===== src/rtl/dmem_pkg.sv =====
// rtl/dmem_pkg.sv - shared types and encodings for the MEM-stage data-memory responder
package dmem_pkg;

    typedef enum logic [1:0] {
        ST_IDLE   = 2'd0,
        ST_ACCESS = 2'd1,
        ST_WAIT   = 2'd2,
        ST_RESP   = 2'd3
    } dmem_state_t;

    localparam logic [1:0] REWR_NOP = 2'b00;
    localparam logic [1:0] REWR_RD  = 2'b01;
    localparam logic [1:0] REWR_WR  = 2'b10;

    localparam logic [2:0] WHB_B  = 3'b000;
    localparam logic [2:0] WHB_H  = 3'b001;
    localparam logic [2:0] WHB_W  = 3'b010;
    localparam logic [2:0] WHB_BU = 3'b100;
    localparam logic [2:0] WHB_HU = 3'b101;

    function automatic logic whb_legal(input logic [2:0] whb);
        logic ok;
        case (whb)
            WHB_B, WHB_H, WHB_W, WHB_BU, WHB_HU: ok = 1'b1;
            default:                             ok = 1'b0;
        endcase
        return ok;
    endfunction

endpackage


===== src/rtl/dmem_if.sv =====
// rtl/dmem_if.sv - request/response bus between the MEM stage and the data-memory responder
interface dmem_if;
    logic        req_valid;
    logic        req_ready;
    logic [1:0]  MemReWr;
    logic [2:0]  MemWHB;
    logic [31:0] addr;
    logic [31:0] wdata;
    logic [4:0]  RdAddr;
    logic        rsp_valid;
    logic [31:0] rsp_rdata;
    logic [4:0]  rsp_RdAddr;
    logic        rsp_err;
    logic        busy;

    modport master (
        output req_valid, MemReWr, MemWHB, addr, wdata, RdAddr,
        input  req_ready, rsp_valid, rsp_rdata, rsp_RdAddr, rsp_err, busy
    );

    modport slave (
        input  req_valid, MemReWr, MemWHB, addr, wdata, RdAddr,
        output req_ready, rsp_valid, rsp_rdata, rsp_RdAddr, rsp_err, busy
    );
endinterface


===== src/rtl/dmem_load_align.sv =====
// rtl/dmem_load_align.sv - load lane select and sign/zero extension
module dmem_load_align
    import dmem_pkg::*;
(
    input  logic [31:0] mem_rdata,
    input  logic [1:0]  addr_lo,
    input  logic [2:0]  MemWHB,
    output logic [31:0] result
);

    logic [7:0]  lane_b;
    logic [15:0] lane_h;

    always_comb begin
        lane_b = mem_rdata[7:0];
        case (addr_lo)
            2'd1:    lane_b = mem_rdata[15:8];
            2'd2:    lane_b = mem_rdata[23:16];
            2'd3:    lane_b = mem_rdata[31:24];
            default: lane_b = mem_rdata[7:0];
        endcase
        lane_h = addr_lo[1] ? mem_rdata[31:16] : mem_rdata[15:0];

        case (MemWHB)
            WHB_B:   result = {{24{lane_b[7]}}, lane_b};
            WHB_BU:  result = {24'b0, lane_b};
            WHB_H:   result = {{16{lane_h[15]}}, lane_h};
            WHB_HU:  result = {16'b0, lane_h};
            default: result = mem_rdata;
        endcase
    end

endmodule


===== src/rtl/dmem_responder.sv =====
// rtl/dmem_responder.sv - MEM-stage load/store responder driving a synchronous byte-enabled SRAM
// Build option: DMEM_MISALIGN_TRAP_EN turns misaligned H/W accesses into error responses.
module dmem_responder
    import dmem_pkg::*;
#(
    parameter int ADDR_W   = 16,
    parameter int READ_LAT = 1
) (
    input  logic              clk,
    input  logic              rst,
    dmem_if.slave             bus,
    output logic              mem_cs,
    output logic [3:0]        mem_we,
    output logic [ADDR_W-1:0] mem_addr,
    output logic [31:0]       mem_wdata,
    input  logic [31:0]       mem_rdata
);

    localparam logic [2:0] LAST_WAIT = 3'(READ_LAT - 1);

    dmem_state_t state, state_nx;
    logic [2:0]  cnt;
    logic        ld_q, err_q;
    logic [1:0]  lo_q;
    logic [2:0]  whb_q;

    logic        is_rd, is_wr, legal, req_err, start;
    logic [1:0]  addr_lo;
    logic [3:0]  we_nx;
    logic [31:0] wdata_nx;
    logic [31:0] load_fmt;
`ifdef DMEM_MISALIGN_TRAP_EN
    logic        misal;
`endif

    logic unused_addr_hi;
    assign unused_addr_hi = ^bus.addr[31:ADDR_W+2];

    always_comb begin
        is_rd = (bus.MemReWr == REWR_RD);
        is_wr = (bus.MemReWr == REWR_WR);
        legal = whb_legal(bus.MemWHB);
`ifdef DMEM_MISALIGN_TRAP_EN
        misal = 1'b0;
        case (bus.MemWHB)
            WHB_H, WHB_HU: misal = bus.addr[0];
            WHB_W:         misal = |bus.addr[1:0];
            default:       misal = 1'b0;
        endcase
        req_err = !legal || misal;
`else
        req_err = !legal;
`endif
        // Offending low bits are cleared; with trapping on, such requests never reach the SRAM.
        addr_lo = bus.addr[1:0];
        case (bus.MemWHB)
            WHB_H, WHB_HU: addr_lo = {bus.addr[1], 1'b0};
            WHB_W:         addr_lo = 2'b00;
            default:       addr_lo = bus.addr[1:0];
        endcase

        we_nx    = 4'b0000;
        wdata_nx = bus.wdata;
        case (bus.MemWHB)
            WHB_B, WHB_BU: begin
                we_nx    = 4'b0001 << addr_lo;
                wdata_nx = {4{bus.wdata[7:0]}};
            end
            WHB_H, WHB_HU: begin
                we_nx    = addr_lo[1] ? 4'b1100 : 4'b0011;
                wdata_nx = {2{bus.wdata[15:0]}};
            end
            WHB_W:   we_nx = 4'b1111;
            default: we_nx = 4'b0000;
        endcase

        start = (state == ST_IDLE) && bus.req_valid && (is_rd || is_wr);
    end

    always_ff @(posedge clk or negedge rst) begin
        if (!rst) state <= ST_IDLE;
        else      state <= state_nx;
    end

    // Errors take the ACCESS slot with the SRAM deselected so stores and errors both respond at T+2.
    always_comb begin
        state_nx      = state;
        bus.req_ready = 1'b0;
        bus.rsp_valid = 1'b0;
        case (state)
            ST_IDLE: begin
                bus.req_ready = 1'b1;
                if (start) state_nx = ST_ACCESS;
            end
            ST_ACCESS: state_nx = (ld_q && !err_q) ? ST_WAIT : ST_RESP;
            ST_WAIT:   if (cnt == LAST_WAIT) state_nx = ST_RESP;
            ST_RESP: begin
                bus.rsp_valid = 1'b1;
                state_nx      = ST_IDLE;
            end
            default:   state_nx = ST_IDLE;
        endcase
        bus.busy = !bus.req_ready;
    end

    dmem_load_align u_align (
        .mem_rdata (mem_rdata),
        .addr_lo   (lo_q),
        .MemWHB    (whb_q),
        .result    (load_fmt)
    );

    always_ff @(posedge clk or negedge rst) begin
        if (!rst) begin
            cnt            <= 3'd0;
            ld_q           <= 1'b0;
            err_q          <= 1'b0;
            lo_q           <= 2'b00;
            whb_q          <= 3'b000;
            mem_cs         <= 1'b0;
            mem_we         <= 4'b0000;
            mem_addr       <= '0;
            mem_wdata      <= 32'd0;
            bus.rsp_rdata  <= 32'd0;
            bus.rsp_RdAddr <= 5'd0;
            bus.rsp_err    <= 1'b0;
        end else begin
            mem_cs <= 1'b0;
            mem_we <= 4'b0000;
            if (start) begin
                ld_q           <= is_rd;
                err_q          <= req_err;
                lo_q           <= addr_lo;
                whb_q          <= bus.MemWHB;
                mem_cs         <= !req_err;
                mem_we         <= (is_wr && !req_err) ? we_nx : 4'b0000;
                mem_addr       <= bus.addr[ADDR_W+1:2];
                mem_wdata      <= wdata_nx;
                bus.rsp_rdata  <= 32'd0;
                bus.rsp_RdAddr <= bus.RdAddr;
                bus.rsp_err    <= req_err;
            end
            if (state == ST_ACCESS)
                cnt <= 3'd0;
            else if (state == ST_WAIT)
                cnt <= cnt + 3'd1;
            if (state == ST_WAIT && cnt == LAST_WAIT)
                bus.rsp_rdata <= load_fmt;
        end
    end

endmodule


===== src/flat_wrapper.sv =====
// flat-port wrapper written by rule: the top's interface ports become plain ports
module dmem_responder_flat import dmem_pkg::*;
#(
    parameter int ADDR_W   = 16,
    parameter int READ_LAT = 1
)
  (clk, rst, mem_cs, mem_we, mem_addr, mem_wdata, mem_rdata, bus_req_valid, bus_MemReWr, bus_MemWHB, bus_addr, bus_wdata, bus_RdAddr, bus_req_ready, bus_rsp_valid, bus_rsp_rdata, bus_rsp_RdAddr, bus_rsp_err, bus_busy);
  dmem_if bus_i ();
  input  logic clk;
  input  logic rst;
  output logic mem_cs;
  output logic [3:0] mem_we;
  output logic [ADDR_W-1:0] mem_addr;
  output logic [31:0] mem_wdata;
  input  logic [31:0] mem_rdata;
  input wire logic [$bits(bus_i.req_valid)-1:0] bus_req_valid;
  input wire logic [$bits(bus_i.MemReWr)-1:0] bus_MemReWr;
  input wire logic [$bits(bus_i.MemWHB)-1:0] bus_MemWHB;
  input wire logic [$bits(bus_i.addr)-1:0] bus_addr;
  input wire logic [$bits(bus_i.wdata)-1:0] bus_wdata;
  input wire logic [$bits(bus_i.RdAddr)-1:0] bus_RdAddr;
  output wire logic [$bits(bus_i.req_ready)-1:0] bus_req_ready;
  output wire logic [$bits(bus_i.rsp_valid)-1:0] bus_rsp_valid;
  output wire logic [$bits(bus_i.rsp_rdata)-1:0] bus_rsp_rdata;
  output wire logic [$bits(bus_i.rsp_RdAddr)-1:0] bus_rsp_RdAddr;
  output wire logic [$bits(bus_i.rsp_err)-1:0] bus_rsp_err;
  output wire logic [$bits(bus_i.busy)-1:0] bus_busy;
  assign bus_i.req_valid = bus_req_valid;
  assign bus_i.MemReWr = bus_MemReWr;
  assign bus_i.MemWHB = bus_MemWHB;
  assign bus_i.addr = bus_addr;
  assign bus_i.wdata = bus_wdata;
  assign bus_i.RdAddr = bus_RdAddr;
  assign bus_req_ready = bus_i.req_ready;
  assign bus_rsp_valid = bus_i.rsp_valid;
  assign bus_rsp_rdata = bus_i.rsp_rdata;
  assign bus_rsp_RdAddr = bus_i.rsp_RdAddr;
  assign bus_rsp_err = bus_i.rsp_err;
  assign bus_busy = bus_i.busy;
  dmem_responder #(.ADDR_W(ADDR_W), .READ_LAT(READ_LAT)) u_core (.clk(clk), .rst(rst), .bus(bus_i), .mem_cs(mem_cs), .mem_we(mem_we), .mem_addr(mem_addr), .mem_wdata(mem_wdata), .mem_rdata(mem_rdata));
endmodule

===== config.mk =====
export PLATFORM = sky130hd
export DESIGN_NAME = dmem_responder_flat
export DESIGN_NICKNAME = d
export VERILOG_FILES = /design/src/rtl/dmem_pkg.sv /design/src/rtl/dmem_if.sv /design/src/rtl/dmem_load_align.sv /design/src/rtl/dmem_responder.sv /design/src/flat_wrapper.sv
export SDC_FILE = /design/constraint.sdc
export NUM_CORES = 1
export LEC_CHECK = 0
export BUFFER_PORTS_ARGS = -buffer_cell sky130_fd_sc_hd__buf_2
export CORE_MARGIN = 2
export CORE_UTILIZATION = 50
export DETAILED_ROUTE_END_ITERATION = 10
export GPL_ROUTABILITY_DRIVEN = 0
export PLACE_DENSITY_LB_ADDON = 0.2
export SYNTH_ARGS = -nofsm -noshare
export SYNTH_HDL_FRONTEND = slang
export SYNTH_SLANG_ARGS = --single-unit
export TNS_END_PERCENT = 1

===== constraint.sdc =====
create_clock -name clk -period 3.8 [get_ports clk]
set_input_delay 0.19 -clock clk [delete_from_list [all_inputs] [get_ports clk]]
set_output_delay 0.19 -clock clk [all_outputs]
set_load 0.1 [all_outputs]

==> metrics.csv <==
stage,metric,value,unit
floorplan,floorplan.die_area,10430,µm²
yosys,yosys.cell_types.count,36,
sta,unrepaired_setup_endpoints_after_global_routing,no,
global_route,first_global_vias,4121,
critical_path,crit_path_kind,flip-flop to flip-flop,
global_route,global_route_wire_length_before_repair,19.77,mm
clock_tree,tritoncts,yes,
sta,finalSetupViolCount,0,
floorplan,die-width,102.1,µm
detailed_routing,first_iter_violations,156,
floorplan,core_region_area,9284,µm²
place,hpwl_detailed,8.977,mm
sta,final.setup.tns,0,ps
clock_tree,number_of_clock_buffers_inserted_by_tritoncts,9,
floorplan,num_io_pins,203,
global_route,grt_max_degree,91,
sta,max_slew_margin,32.62,%
final_layout,fillCellCount,843,
yosys,netlist.area_leader.share,53.03,%
detailed_routing,final_antenna_violating_net_count,0,
floorplan,starting_utilization_of_the_core_area,51.85,%
global_route,antenna_found_initial,0,
detailed_routing,highest_layer,met4,
clock_tree,cts_hold_repair.buffers,0,
sta,hold_viol_final,0,
run_status,status,"complete, no violations",
job,maxCapViolCount,0,
clock_tree,cts_setup_buffers,0,
yosys,netlist.top_cell.by_area,sky130_fd_sc_hd__dfrtp_1,
clock_tree,cts_buffer_depth,2,
global_route,gr-usage-all-layers,23.98,%
final_layout,multi_input_area,2086,µm²
detailed_routing,post_drt_via_cell_ratio,5.301,
sta,final.period_utilization,61.46,%
final_layout,area_delta_synth_final,25.08,%
sta,clock.fmax,0.4282,GHz
detailed_routing,route.detailed.drc,0,
critical_path,arrival,2620,ps
clock_tree,clock-sinks,102,
detailed_routing,drt_pass1_iterations,4,
detailed_routing,met2_wirelength,6.296,mm
yosys,synthesized_instance_count,500,
detailed_routing,wl_met1,5.259,mm
clock_tree,htreeDepth,3,
detailed_routing,wl_per_cell,15.56,µm
final_layout,drive_above_1_share,34.62,%
place,numPortBuffers,188,
yosys,synth_top_flop_cell,sky130_fd_sc_hd__dfrtp_1,
yosys,syn_avg_cell_area,9.627,µm²
final_layout,fin_nets,788,
clock_tree,clock-root-buffer,sky130_fd_sc_hd__clkbuf_8,
floorplan,rows,35,
yosys,synth_enable_flop_cells,0,
yosys,mappedNetlistNets,617,
clock_tree,path_clk_slew,100,ps
critical_path,cp-end-kind,flip-flop,
detailed_routing,dr_wl_met3,815,µm
sta,finalMaxSlewViolations,0,
critical_path,startpoint_type,flip-flop,
critical_path,timing.critical_path.required,4090,ps
clock_tree,clkLatencyLatePin,350,ps
yosys,netlist_area,4813,µm²
detailed_routing,postRouteWirelength,12.54,mm
final_layout,area.sequential,2552,µm²
floorplan,height_of_the_die,102.1,µm
yosys,leading_post_synthesis_cells_by_cell_area,"sky130_fd_sc_hd__dfrtp_1, sky130_fd_sc_hd__nand2_1, sky130_fd_sc_hd__mux2i_1",
global_route,globalRouteOverflowTotal,0,
critical_path,critical_path_maximum_fanout,16,
detailed_routing,routed_vias,4273,
yosys,synth.yosys.warnings,0,
clock_tree,post_cts.resized_instances,0,
sta,post-route-min-period,2335,ps
sta,worstMarginPinSlew,1011,ps
yosys,postSynthRegisterBits,102,
yosys,share_of_synthesized_registers_carrying_an_async_set_or_reset,100.0,%
worst_hold_path,hp-class,primary input to asynchronous set/reset pin,
sta,timing.clock.skew,11.64,ps
yosys,yosysSeqAreaShare,53.03,%
==> state kept, by name, indices dropped and copies added, names as in the netlist <==
| signal | flops |
|---|---|
| u_core.bus.rsp_err | 1 |
| u_core.cnt | 3 |
| u_core.mem_wdata | 32 |
| u_core.state | 2 |
| u_core.ld_q | 1 |
| u_core.bus.rsp_rdata | 32 |
| u_core.whb_q | 3 |
| u_core.lo_q | 2 |
| u_core.mem_cs | 1 |
| u_core.bus.rsp_RdAddr | 5 |
| u_core.mem_addr | 16 |
| u_core.mem_we | 4 |
==> routing by layer <==
metal / GRT usage, % / vias up
li1: - / 2049
met1: 30.85 / 2043
met2: 41.24 / 165
met3: 4.583 / 16
met4: 7.487 / 0
met5: 0 / -
==> cell type report <==
cell class / instances / share of cell area, %
repair buffers: 193 / 16.29
diodes: 1 / 0.04156
flip-flops and latches: 102 / 42.39
clock buffers: 10 / 2.120
inverters: 11 / 0.6858
clock inverters: 6 / 1.143
well taps: 129 / 2.681
multi-input cells: 354 / 34.64
==> per-stage QoR <==
step	instances	worst slack [ps]	cell area [µm²]	hold slack, ps	util, %
floorplan	500	1165	4813	-105.6	-
global placement	789	1565	5822	377.0	62.71
detailed placement	789	1505	5822	383.7	62.71
CTS	805	1497	6018	3.617	64.82
global route	805	1290	6018	10.89	64.82
finish	806	1465	6021	5.584	64.85
==> worst max-delay path: stages, from the launching register on <==
cell and delay (ps):
sky130_fd_sc_hd__dfrtp_1 430, sky130_fd_sc_hd__inv_1 110, sky130_fd_sc_hd__ha_1 180, sky130_fd_sc_hd__inv_1 60
sky130_fd_sc_hd__or2_1 370, sky130_fd_sc_hd__a2111oi_4 880, sky130_fd_sc_hd__a221o_1 230
==> cells by family (layout without fill, tap and decap cells) <==
| logic type | count (synthesis) | after routing | synth area share [%] |
|---|---|---|---|
| multiplexers | 37 | 37 | 8.136 |
| AND/OR/NAND/NOR | 191 | 191 | 16.84 |
| flip-flops | 102 | 102 | 53.03 |
| AO/OA/AOI/OAI | 118 | 118 | 16.22 |
| other | 0 | 1 | 0 |
| adder cells (fa/ha/maj) | 8 | 8 | 2.080 |
| buffers and inverters | 44 | 220 | 3.691 |
==> worst paths after layout <==
| check | from | cells after the start | endpoint | slack (ps) |
|---|---|---|---|---|
| max in group asynchronous | rst | 2 | u_core.mem_addr[0] | 2890 |
| worst max register to register | u_core.state[0] | 6 | u_core.bus.rsp_rdata[16] | 1460 |
| worst min-delay path | rst | 1 | u_core.cnt[1] | 6 |
| worst max-delay path | u_core.state[0] | 6 | u_core.bus.rsp_rdata[16] | 1460 |
| worst min register to register | u_core.mem_wdata[1] | 2 | u_core.mem_wdata[1] | 480 |
| min in group clk | bus_addr[16] | 3 | u_core.mem_addr[14] | 20 |
==> synthesized netlist by cell type, types with 2 or more instances <==
cell type	instances
sky130_fd_sc_hd__a21oi_1	43
sky130_fd_sc_hd__a221o_1	6
sky130_fd_sc_hd__a221o_2	10
sky130_fd_sc_hd__a32o_1	8
sky130_fd_sc_hd__buf_1	6
sky130_fd_sc_hd__buf_2	4
sky130_fd_sc_hd__clkbuf_1	22
sky130_fd_sc_hd__dfrtp_1	102
sky130_fd_sc_hd__ha_1	8
sky130_fd_sc_hd__inv_1	11
sky130_fd_sc_hd__mux2_2	9
sky130_fd_sc_hd__mux2_4	2
sky130_fd_sc_hd__mux2i_1	26
sky130_fd_sc_hd__nand2_1	129
sky130_fd_sc_hd__nand2b_1	11
sky130_fd_sc_hd__nand3b_1	3
sky130_fd_sc_hd__nor2_1	30
sky130_fd_sc_hd__nor2b_1	4
sky130_fd_sc_hd__o21ai_0	43
sky130_fd_sc_hd__or3_1	7
==> cells in the final DEF (no fill, tap or decap), types with 2 or more instances in the layout <==
cell                       instances
sky130_fd_sc_hd__nand3b_1          3
sky130_fd_sc_hd__nor2_1           29
sky130_fd_sc_hd__nor2b_1           4
sky130_fd_sc_hd__nand2b_1         11
sky130_fd_sc_hd__o21ai_0          43
sky130_fd_sc_hd__or3_1             7
sky130_fd_sc_hd__inv_1            11
sky130_fd_sc_hd__mux2_2            9
sky130_fd_sc_hd__inv_6             2
sky130_fd_sc_hd__dfrtp_1         102
sky130_fd_sc_hd__ha_1              8
sky130_fd_sc_hd__a221o_2          10
sky130_fd_sc_hd__clkbuf_8          9
sky130_fd_sc_hd__buf_2           187
sky130_fd_sc_hd__nand2_1         129
sky130_fd_sc_hd__a32o_1            8
sky130_fd_sc_hd__a221o_1           6
sky130_fd_sc_hd__a21oi_1          43
sky130_fd_sc_hd__mux2_4            2
sky130_fd_sc_hd__mux2i_1          26
sky130_fd_sc_hd__buf_4             6
sky130_fd_sc_hd__nor2_2            2
Power is not shown: default switching activity piles up to over one toggle a cycle in this logic, so the estimate is an artifact.
